File: src/rtl/lfsr_tick_sequencer_pkg.sv
// Shared defaults and the LFSR step function for the DDS modulation tick sequencer.
package lfsr_pkg;

  localparam int         LFSR_W_DEF      = 5;
  localparam logic [4:0] LFSR_TAPS_DEF   = 5'b10100;
  localparam logic [4:0] LFSR_SEED_DEF   = 5'b00001;
  localparam int         SYNC_STAGES_DEF = 2;
  localparam int         LFSR_MAX_W      = 32;

  typedef enum logic [1:0] {
    ACT_HOLD,
    ACT_STEP,
    ACT_LOAD,
    ACT_GUARD
  } lfsr_act_e;

  // Callers zero-extend state/taps and truncate the result back to their width.
  function automatic logic [LFSR_MAX_W-1:0] lfsr_next(input logic [LFSR_MAX_W-1:0] state,
                                                     input logic [LFSR_MAX_W-1:0] taps);
    return (state << 1) | {{(LFSR_MAX_W-1){1'b0}}, ^(state & taps)};
  endfunction

endpackage

File: src/rtl/lfsr_tick_sequencer_if.sv
// Control and status bundle of the tick sequencer; slave side is the sequencer.
interface lfsr_tick_sequencer_if #(
  parameter int WIDTH = 5
);
  logic             tick_in;
  logic             enable;
  logic             load;
  logic [WIDTH-1:0] seed_in;
  logic [WIDTH-1:0] lfsr_out;
  logic             mod_bit;
  logic             step_pulse;
  logic [WIDTH-1:0] step_count;
  logic             period_done;

  modport master (
    output tick_in, enable, load, seed_in,
    input  lfsr_out, mod_bit, step_pulse, step_count, period_done
  );

  modport slave (
    input  tick_in, enable, load, seed_in,
    output lfsr_out, mod_bit, step_pulse, step_count, period_done
  );
endinterface

File: src/rtl/lfsr_tick_sequencer_edge_sync.sv
// Synchronises the divided clock into clk and emits a registered one-cycle rise strobe.
module edge_sync #(
  parameter int SYNC_STAGES = 2
) (
  input  logic clk,
  input  logic reset,
  input  logic tick_i,
  output logic rise_o
);

  logic [SYNC_STAGES-1:0] sync_q;
  logic [SYNC_STAGES-1:0] vld_pipe_q;
  logic                   prev_q;
  logic                   armed_q;
  logic                   rise_q;

  // vld_pipe_q marks when sync_q holds real samples rather than reset zeros, so a
  // tick_in that is already high at reset release cannot arm the detector.
  always_ff @(posedge clk or posedge reset) begin
    if (reset) begin
      sync_q     <= '0;
      vld_pipe_q <= '0;
      prev_q     <= 1'b0;
      armed_q    <= 1'b0;
      rise_q     <= 1'b0;
    end else begin
      sync_q     <= {sync_q[SYNC_STAGES-2:0], tick_i};
      vld_pipe_q <= {vld_pipe_q[SYNC_STAGES-2:0], 1'b1};
      prev_q     <= sync_q[SYNC_STAGES-1];
      armed_q    <= armed_q | (vld_pipe_q[SYNC_STAGES-1] & ~sync_q[SYNC_STAGES-1]);
      rise_q     <= sync_q[SYNC_STAGES-1] & ~prev_q & armed_q;
    end
  end

  assign rise_o = rise_q;

endmodule

File: src/rtl/lfsr_tick_sequencer.sv
// Steps a Fibonacci LFSR once per divided-clock rising edge; LSB drives DDS modulation.
module lfsr_tick_sequencer
  import lfsr_pkg::*;
#(
  parameter int               WIDTH       = LFSR_W_DEF,
  parameter logic [WIDTH-1:0] TAPS        = LFSR_TAPS_DEF,
  parameter logic [WIDTH-1:0] SEED        = LFSR_SEED_DEF,
  parameter int               SYNC_STAGES = SYNC_STAGES_DEF
) (
  input  logic                  clk,
  input  logic                  reset,
  lfsr_tick_sequencer_if.slave  bus
);

  localparam logic [WIDTH-1:0] CNT_MAX = {{(WIDTH-1){1'b1}}, 1'b0};

  logic             rise;
  logic [WIDTH-1:0] lfsr_q, lfsr_d, lfsr_step;
  logic [WIDTH-1:0] cnt_q, cnt_d;
  logic             step_q, step_d;
  logic             done_q, done_d;
  lfsr_act_e        act;

  edge_sync #(.SYNC_STAGES(SYNC_STAGES)) u_edge_sync (
    .clk    (clk),
    .reset  (reset),
    .tick_i (bus.tick_in),
    .rise_o (rise)
  );

  assign lfsr_step = WIDTH'(lfsr_next(LFSR_MAX_W'(lfsr_q), LFSR_MAX_W'(TAPS)));

  // Load beats the lock-up guard, which beats a step; a dropped rise is not remembered.
  always_comb begin
    act = ACT_HOLD;
    if (bus.load)              act = ACT_LOAD;
    else if (lfsr_q == '0)     act = ACT_GUARD;
    else if (rise && bus.enable) act = ACT_STEP;
  end

  always_comb begin
    lfsr_d = lfsr_q;
    cnt_d  = cnt_q;
    step_d = 1'b0;
    done_d = 1'b0;
    case (act)
      ACT_LOAD: begin
        lfsr_d = (bus.seed_in == '0) ? SEED : bus.seed_in;
        cnt_d  = '0;
      end
      ACT_GUARD: lfsr_d = SEED;
      ACT_STEP: begin
        lfsr_d = lfsr_step;
        cnt_d  = (cnt_q == CNT_MAX) ? '0 : cnt_q + 1'b1;
        step_d = 1'b1;
        done_d = (cnt_q == CNT_MAX);
      end
      default: ;
    endcase
  end

  always_ff @(posedge clk or posedge reset) begin
    if (reset) begin
      lfsr_q <= SEED;
      cnt_q  <= '0;
      step_q <= 1'b0;
      done_q <= 1'b0;
    end else begin
      lfsr_q <= lfsr_d;
      cnt_q  <= cnt_d;
      step_q <= step_d;
      done_q <= done_d;
    end
  end

  assign bus.lfsr_out    = lfsr_q;
  assign bus.mod_bit     = lfsr_q[0];
  assign bus.step_pulse  = step_q;
  assign bus.step_count  = cnt_q;
  assign bus.period_done = done_q;

endmodule

File: src/flat_wrapper.sv
// flat-port wrapper written by rule: the top's interface ports become plain ports
module lfsr_tick_sequencer_flat import lfsr_pkg::*;
#(
  parameter int               WIDTH       = LFSR_W_DEF,
  parameter logic [WIDTH-1:0] TAPS        = LFSR_TAPS_DEF,
  parameter logic [WIDTH-1:0] SEED        = LFSR_SEED_DEF,
  parameter int               SYNC_STAGES = SYNC_STAGES_DEF
)
  (clk, reset, bus_tick_in, bus_enable, bus_load, bus_seed_in, bus_lfsr_out, bus_mod_bit, bus_step_pulse, bus_step_count, bus_period_done);
  lfsr_tick_sequencer_if #(.WIDTH(WIDTH)) bus_i ();
  input  logic clk;
  input  logic reset;
  input wire logic [$bits(bus_i.tick_in)-1:0] bus_tick_in;
  input wire logic [$bits(bus_i.enable)-1:0] bus_enable;
  input wire logic [$bits(bus_i.load)-1:0] bus_load;
  input wire logic [$bits(bus_i.seed_in)-1:0] bus_seed_in;
  output wire logic [$bits(bus_i.lfsr_out)-1:0] bus_lfsr_out;
  output wire logic [$bits(bus_i.mod_bit)-1:0] bus_mod_bit;
  output wire logic [$bits(bus_i.step_pulse)-1:0] bus_step_pulse;
  output wire logic [$bits(bus_i.step_count)-1:0] bus_step_count;
  output wire logic [$bits(bus_i.period_done)-1:0] bus_period_done;
  assign bus_i.tick_in = bus_tick_in;
  assign bus_i.enable = bus_enable;
  assign bus_i.load = bus_load;
  assign bus_i.seed_in = bus_seed_in;
  assign bus_lfsr_out = bus_i.lfsr_out;
  assign bus_mod_bit = bus_i.mod_bit;
  assign bus_step_pulse = bus_i.step_pulse;
  assign bus_step_count = bus_i.step_count;
  assign bus_period_done = bus_i.period_done;
  lfsr_tick_sequencer #(.WIDTH(WIDTH), .TAPS(TAPS), .SEED(SEED), .SYNC_STAGES(SYNC_STAGES)) u_core (.clk(clk), .reset(reset), .bus(bus_i));
endmodule
File: config.mk
export PLATFORM = sky130hd
export DESIGN_NAME = lfsr_tick_sequencer_flat
export DESIGN_NICKNAME = d
export VERILOG_FILES = /design/src/rtl/lfsr_tick_sequencer_pkg.sv /design/src/rtl/lfsr_tick_sequencer_if.sv /design/src/rtl/lfsr_tick_sequencer_edge_sync.sv /design/src/rtl/lfsr_tick_sequencer.sv /design/src/flat_wrapper.sv
export SDC_FILE = /design/constraint.sdc
export NUM_CORES = 1
export LEC_CHECK = 0
export CAP_MARGIN = 0
export CORE_MARGIN = 5
export CORE_UTILIZATION = 45
export DETAILED_ROUTE_END_ITERATION = 6
export PLACE_DENSITY = 0.74
export SLEW_MARGIN = 20
export SYNTH_ARGS = -nofsm -noshare
export SYNTH_HDL_FRONTEND = slang
export SYNTH_HIERARCHICAL = 1
export SYNTH_SLANG_ARGS = --single-unit
File: constraint.sdc
create_clock -name clk -period 3.1 [get_ports clk]
set_input_delay 0.775 -clock clk [delete_from_list [all_inputs] [get_ports clk]]
set_output_delay 0.775 -clock clk [all_outputs]
set_load 0.1 [all_outputs]
; Word-level counts from Yosys, hierarchy flattened
; Index checks and enable logic that the tools add are counted.
[totals]
regBits = 19
output_inout_bits = 13
[classes]
addsub = 1
n_eq_ne = 4
mux = 9
bitwise = 7
reduce_logical = 6
[op_table]
columns = op, n
row1 = parity 32 bit, 1
row2 = one-hot mux 5 bit (3 select lines), 1
row3 = zero test 5 bit, 2
row4 = two-way mux 5 bit, 2
row5 = one-hot mux 5 bit (2 select lines), 1
row6 = adder 5 x 1 -> 5 bit (second input constant), 1
row7 = == test 5 bit (second input constant), 1
row8 = bitwise OR 5 x 1 -> 5 bit, 1
row9 = == test 2 bit (second input constant), 2
row10 = two-way mux 2 bit, 2
row11 = bitwise AND 1 bit, 3
row12 = two-way mux 1 bit, 3
row13 = nonzero test 3 bit, 1
row14 = == test 2 x 1 -> 1 bit (second input constant), 1
row15 = inverter 1 bit, 2
row16 = nonzero test 2 bit, 1
row17 = logical AND 1 bit, 1
row18 = bitwise OR 1 bit, 1

; Longest topological paths before layout
[logic_depth]
depth_word = 6
ltp_mapped = 8
ltp_nobuf = 7

; Modules after synthesis
; Netlist, hierarchy kept.
[modules_own_cells]
columns = module, n_inst, cells_each, area_each_um2, seq_area_each_um2
row1 = lfsr_tick_sequencer, 1, 76, 738.2, 301.5
row2 = edge_sync, 1, 12, 206.4, 175.2

; Worst setup path before layout
; Ideal clock, no wire load.
[synth_timing]
path_type = register to register
startpoint = reg u_core.lfsr_q[3], in the netlist u_core/bus.lfsr_out[3]
endpoint = reg u_core.cnt_q[4], in the netlist u_core/bus.step_count[4]
setup_time_ns = 0.130
t_arrival_ns = 2.134
slack_ns = 0.836
path_stages_with_launch = 9
path_cell_list = dfrtp_1 > nor3_1 > nand2_1 > nor2b_1 > ha_1 > clkbuf_2 > nor2b_1 > mux2i_1 > o22ai_1
[synth_via]
elab_chain_cells = 5
elab_cells_between_ends = 7
classes_between = eq/ne: 2 / mux: 3 / reduce/logical: 2
[synth_lines]
columns = element, line
row1 = from (decl), lfsr_tick_sequencer.sv:18  ; logic [WIDTH-1:0] lfsr_q, lfsr_d, lfsr_step;
row2 = from (signal assigned), lfsr_tick_sequencer.sv:69  ; lfsr_q <= lfsr_d;
row3 = zero test 5 bit *, lfsr_tick_sequencer.sv:37  ; else if (lfsr_q == '0) act = ACT_GUARD;
row4 = two-way mux 2 bit *, lfsr_tick_sequencer.sv:37
row5 = two-way mux 2 bit *, lfsr_tick_sequencer.sv:36  ; if (bus.load) act = ACT_LOAD;
row6 = == test 2 x 1 -> 1 bit or == test 2 bit (tied branches), lfsr_tick_sequencer.sv:46  ; case (act)
row7 = one-hot mux 5 bit (2 select lines) or nonzero test 2 bit (tied branches), n/a
row8 = to (signal assigned), lfsr_tick_sequencer.sv:70  ; cnt_q <= cnt_d;
row9 = to (decl), lfsr_tick_sequencer.sv:19  ; logic [WIDTH-1:0] cnt_q, cnt_d;
; Mark *: on every way between the ends. The rest lies on a longest branch, timed or not.
; A chain may end at the register's enable or synchronous reset.

; Final worst setup path
[layout_timing]
startpoint = in bus_enable
endpoint = reg u_core.cnt_q[3], in the netlist u_core/bus.step_count[3]
[layout_via]
elab_chain_cells = 6
elab_cells_between_ends = 8
classes_between = eq/ne: 2 / mux: 4 / reduce/logical: 2
[layout_lines]
columns = element, line
row1 = from (decl), flat_wrapper.sv:14  ; input wire logic [$bits(bus_i.enable)-1:0] bus_enable;
row2 = logical AND 1 bit *, lfsr_tick_sequencer.sv:38  ; else if (rise && bus.enable) act = ACT_STEP;
row3 = two-way mux 1 bit *, lfsr_tick_sequencer.sv:38
row4 = two-way mux 2 bit *, lfsr_tick_sequencer.sv:37
row5 = two-way mux 2 bit *, lfsr_tick_sequencer.sv:36
row6 = == test 2 x 1 -> 1 bit or == test 2 bit (tied branches), lfsr_tick_sequencer.sv:46
row7 = one-hot mux 5 bit (2 select lines) or nonzero test 2 bit (tied branches), n/a
; Marked as above.

==> metrics.csv <==
stage,metric,value,unit
status,status,completed,
worst_setup_path,crit_arrival,2.49,ns
min_path,worstHoldStart,u_core/u_edge_sync/sync_q[0]$_DFF_PP0_,
timing,fin_setup_tns,0,ns
final_layout,antenna_cells,0,
die,ios,23,
worst_setup_path,cp.buffers_inverters,1,
worst_setup_path,slowest_stage,ha_1,
placement,routabilityCongestion,0.774,
global_routing,grt_remaining_overflow,0,
global_routing,grt_max_degree,17,
synthesis,yosysTopAreaCell,dfrtp_1,
die,core,1980,um^2
synthesis,synth_edf_count,0,
worst_setup_path,startpoint,bus_enable,
worst_setup_path,reg2regPathDepth,6,
worst_setup_path,crit_chain,"clkdlybuf4s50_1, nand2_1, a21oi_1, ha_1, nand3_2, o311ai_2",
drt,routed_wl,1810,um
synthesis,yosys.cell_types.count,34,
global_routing,grt_first_pass_wirelength,3250,um
global_routing,grt.total_usage,0.132,
final_layout,syn_to_final_growth,23.4,%
drt,drt_iter0_markers,16,
final_layout,fin_area,1170,um^2
worst_setup_path,crit_type,primary input to flop,
worst_setup_path,r2r_setup_slack,1.02,ns
final_layout,final_util,0.588,
timing,rsz0062_at_grt,no,
worst_setup_path,reg2reg_to,u_core/bus.step_count[3]$_DFFE_PP0P_,
power,seq_power_share,0.460,
clock_network,post-cts-setup-buffers,0,
global_routing,grt_pass1_vias,735,
drt,vias,691,
final_layout,drive_gt1_frac,0.218,
timing,fmax,438,MHz
clock_network,postCtsHoldBufs,0,
power,switching_share,0.406,
placement,post-place-ws,0.499,ns
timing,post-route-min-period,2.29,ns
worst_setup_path,crit_end,u_core/bus.step_count[3]$_DFFE_PP0P_,
clock_network,cts_root_buf,clkbuf_4,
timing,worst_slack,0.814,ns
synthesis,ys.flop_type,dfrtp_1,
synthesis,syn_inst,88,
placement,dp.cells,133,
synthesis,avgSynthCellArea,10.7,um^2
power,ir_drop,408,uV
final_layout,finalNonFillerCells,137,
synthesis,ys_ff_latch,19,
power,leakage,0.542,nW
worst_setup_path,critPathRequiredTime,3.30,ns
synthesis,async_reset_ff_frac,1.00,
timing,slew_viol_final,0,
die,rows,16,
clock_network,cts_sinks,19,
worst_setup_path,end_kind,flop,
power,power_frac_clock,0.199,
die,fp.dieW,55.8,um
min_path,hp-class,flop to flop,
worst_setup_path,path_delay_family,adder cells,
worst_setup_path,r2r-start,u_core/bus.lfsr_out[0]$_DFFE_PP1P_,
die,start_util,0.477,
timing,hold_violations,0,
clock_network,cts_buffer_depth,2,
timing,tightest_slew,0.548,ns
worst_setup_path,cp_num_cells,6,
final_layout,nets,126,
worst_setup_path,crit_path_max_incr_delay,0.54,ns
clock_network,cts_resized,0,
worst_setup_path,critical_path.startpoint_type,primary input,
placement,detailed_place_hpwl,1410,um
power,p_comb_frac,0.342,
global_routing,grt_antenna_before_repair,0,
die,dieArea,3120,um^2
timing,setup_violations,0,
drt,ant_nets,0,
synthesis,synth_warnings,6,
timing,fin_crit_sh,0.737,
drt,dr.pass1.iters,4,
timing,slew_headroom,0.635,
placement,dpl_cell_area,1140,um^2
worst_setup_path,critPathMaxFanout,16,
synthesis,synth_area,945,um^2
die,dieHeight,55.8,um
flow_run,maxCapViolCount,0,
clock_network,cts-buffers-inserted,3,
clock_network,clk_pin_slew,0.10,ns
clock_network,cts_tree,built,
power,p_sw,251,uW
power,power_density,530,nW/um^2
power,internal-power,367,uW
drt,drc,0,
synthesis,synthTopCellsByArea,"dfrtp_1 (48%), ha_1 (6.6%), dfstp_2 (2.8%)",
synthesis,synth_fp_nets,103,
drt,wl_per_cell,13.2,um
drt,via_per_inst,5.04,
timing,finalClockSkew,0.00770,ns
placement,place.port_buffers,22,
final_layout,n_fill_cell,169,
synthesis,yosys.area.top_type_share,0.477,
clock_network,clkLatencyLatePin,0.30,ns
synthesis,yosysSeqAreaShare,0.505,
clock_network,cts-htree-levels,1,
[power groups by stage]
| stage | Combinational, mW | Sequential, mW | Clock, mW |
|---|---|---|---|
| global route | 0.220 | 0.288 | 0.141 |
| CTS | 0.212 | 0.285 | 0.129 |
| floorplan | 0.0712 | 0.383 | 0 |
| detailed placement | 0.212 | 0.289 | 0 |
| global placement | 0.210 | 0.289 | 0 |
| finish | 0.211 | 0.284 | 0.123 |
[sequential cells by signal, summed over array words and instances (netlist names)]
signal                         flops
u_core/u_edge_sync/sync_q          2
u_core/bus.period_done             1
u_core/u_edge_sync/prev_q          1
u_core/bus.lfsr_out                5
u_core/bus.step_count              5
u_core/u_edge_sync/vld_pipe_q      2
u_core/u_edge_sync/rise_o          1
u_core/bus.step_pulse              1
u_core/u_edge_sync/armed_q         1
[metrics by stage]
| stage | hold WS [ns] | power (mW) |
|---|---|---|
| floorplan | 0.331 | 0.454 |
| global route | 0.388 | 0.648 |
| CTS | 0.375 | 0.626 |
| global placement | 0.338 | 0.499 |
| detailed placement | 0.341 | 0.501 |
| finish | 0.365 | 0.618 |
[Yosys cell counts, types with 2 or more instances]
| cell type | n |
|---|---|
| nor3b_1 | 3 |
| o22ai_1 | 3 |
| nand2_1 | 7 |
| o21ai_0 | 3 |
| nand3_1 | 3 |
| dfrtp_1 | 18 |
| inv_1 | 7 |
| mux2i_1 | 2 |
| nand4b_1 | 2 |
| ha_1 | 5 |
| nor2_1 | 3 |
| nor2b_1 | 3 |
| nand2b_1 | 3 |
| a21o_1 | 2 |
| a21oi_1 | 5 |
[final cells by class]
cell class | count | area [um^2] | share of cell area
clock buffer | 3 | 22.5 | 0.0193
clock inverter | 1 | 5.00 | 0.00429
inverter | 7 | 26.3 | 0.0225
multi-input combinational | 58 | 414 | 0.355
sequential | 19 | 477 | 0.409
tap | 27 | 33.8 | 0.0290
timing repair buffer | 22 | 188 | 0.161
[cells by family (layout without fill, tap and decap cells)]
family | count (synthesis) | in the layout | share of synthesized area
buffers and inverters | 11 | 33 | 0.0570
other | 1 | 1 | 0.00397
flip-flops | 19 | 19 | 0.505
XOR/XNOR | 1 | 1 | 0.00927
adder cells (fa/ha/maj) | 5 | 5 | 0.0662
multiplexers | 2 | 2 | 0.0212
AND/OR/NAND/NOR | 33 | 33 | 0.224
AO/OA/AOI/OAI | 16 | 16 | 0.114
[worst min-delay path by stage]
stage | to | slack (ns) | cells after the start
CTS | u_core/u_edge_sync/sync_q[1]$_DFF_PP0_ | 0.37 | 0
global route | u_core/u_edge_sync/sync_q[1]$_DFF_PP0_ | 0.39 | 0
finish | u_core/u_edge_sync/sync_q[1]$_DFF_PP0_ | 0.37 | 0
global placement | u_core/u_edge_sync/vld_pipe_q[1]$_DFF_PP0_ | 0.34 | 0
detailed placement | u_core/u_edge_sync/sync_q[1]$_DFF_PP0_ | 0.34 | 0
floorplan | u_core/u_edge_sync/sync_q[1]$_DFF_PP0_ | 0.33 | 0
[layer usage]
layer,vias to the layer above,track usage,routed length [um]
li1,340,-,-
met1,331,0.143,778
met2,16,0.235,912
met3,4,0.0255,82
met4,0,0.0814,37
met5,-,0,0
[worst reg2reg max path: cells and delay by family, from the launching register on]
kind / cells / cell delay [ns]
fa+ha+maj: 1 / 0.53
simple gates: 4 / 0.57
compound gates: 1 / 0.28
flops: 1 / 0.59
[cell usage in the layout (no fill, tap or decap)]
cell	instances
o21ai_0	3
nand4_4	1
clkinv_2	1
mux2i_1	2
nand2_1	7
clkdlybuf4s50_1	9
nand3_2	1
nor3b_1	3
nor3_1	1
or2_0	1
clkbuf_4	3
xor2_1	1
nor3b_2	1
nor2b_1	3
dfstp_2	1
nor2_1	3
nand4b_1	2
o22ai_1	3
nor4_1	1
nand4_1	1
nand3_1	3
a22oi_2	1
nand2b_1	3
o21ai_1	1
o311ai_2	1
or2b_1	1
dfrtp_1	18
a21o_1	2
a21oi_1	5
buf_4	13
nor2_2	1
ha_1	5
inv_1	7
conb_1	1
Note: power is estimated with default switching activity, not from simulation.
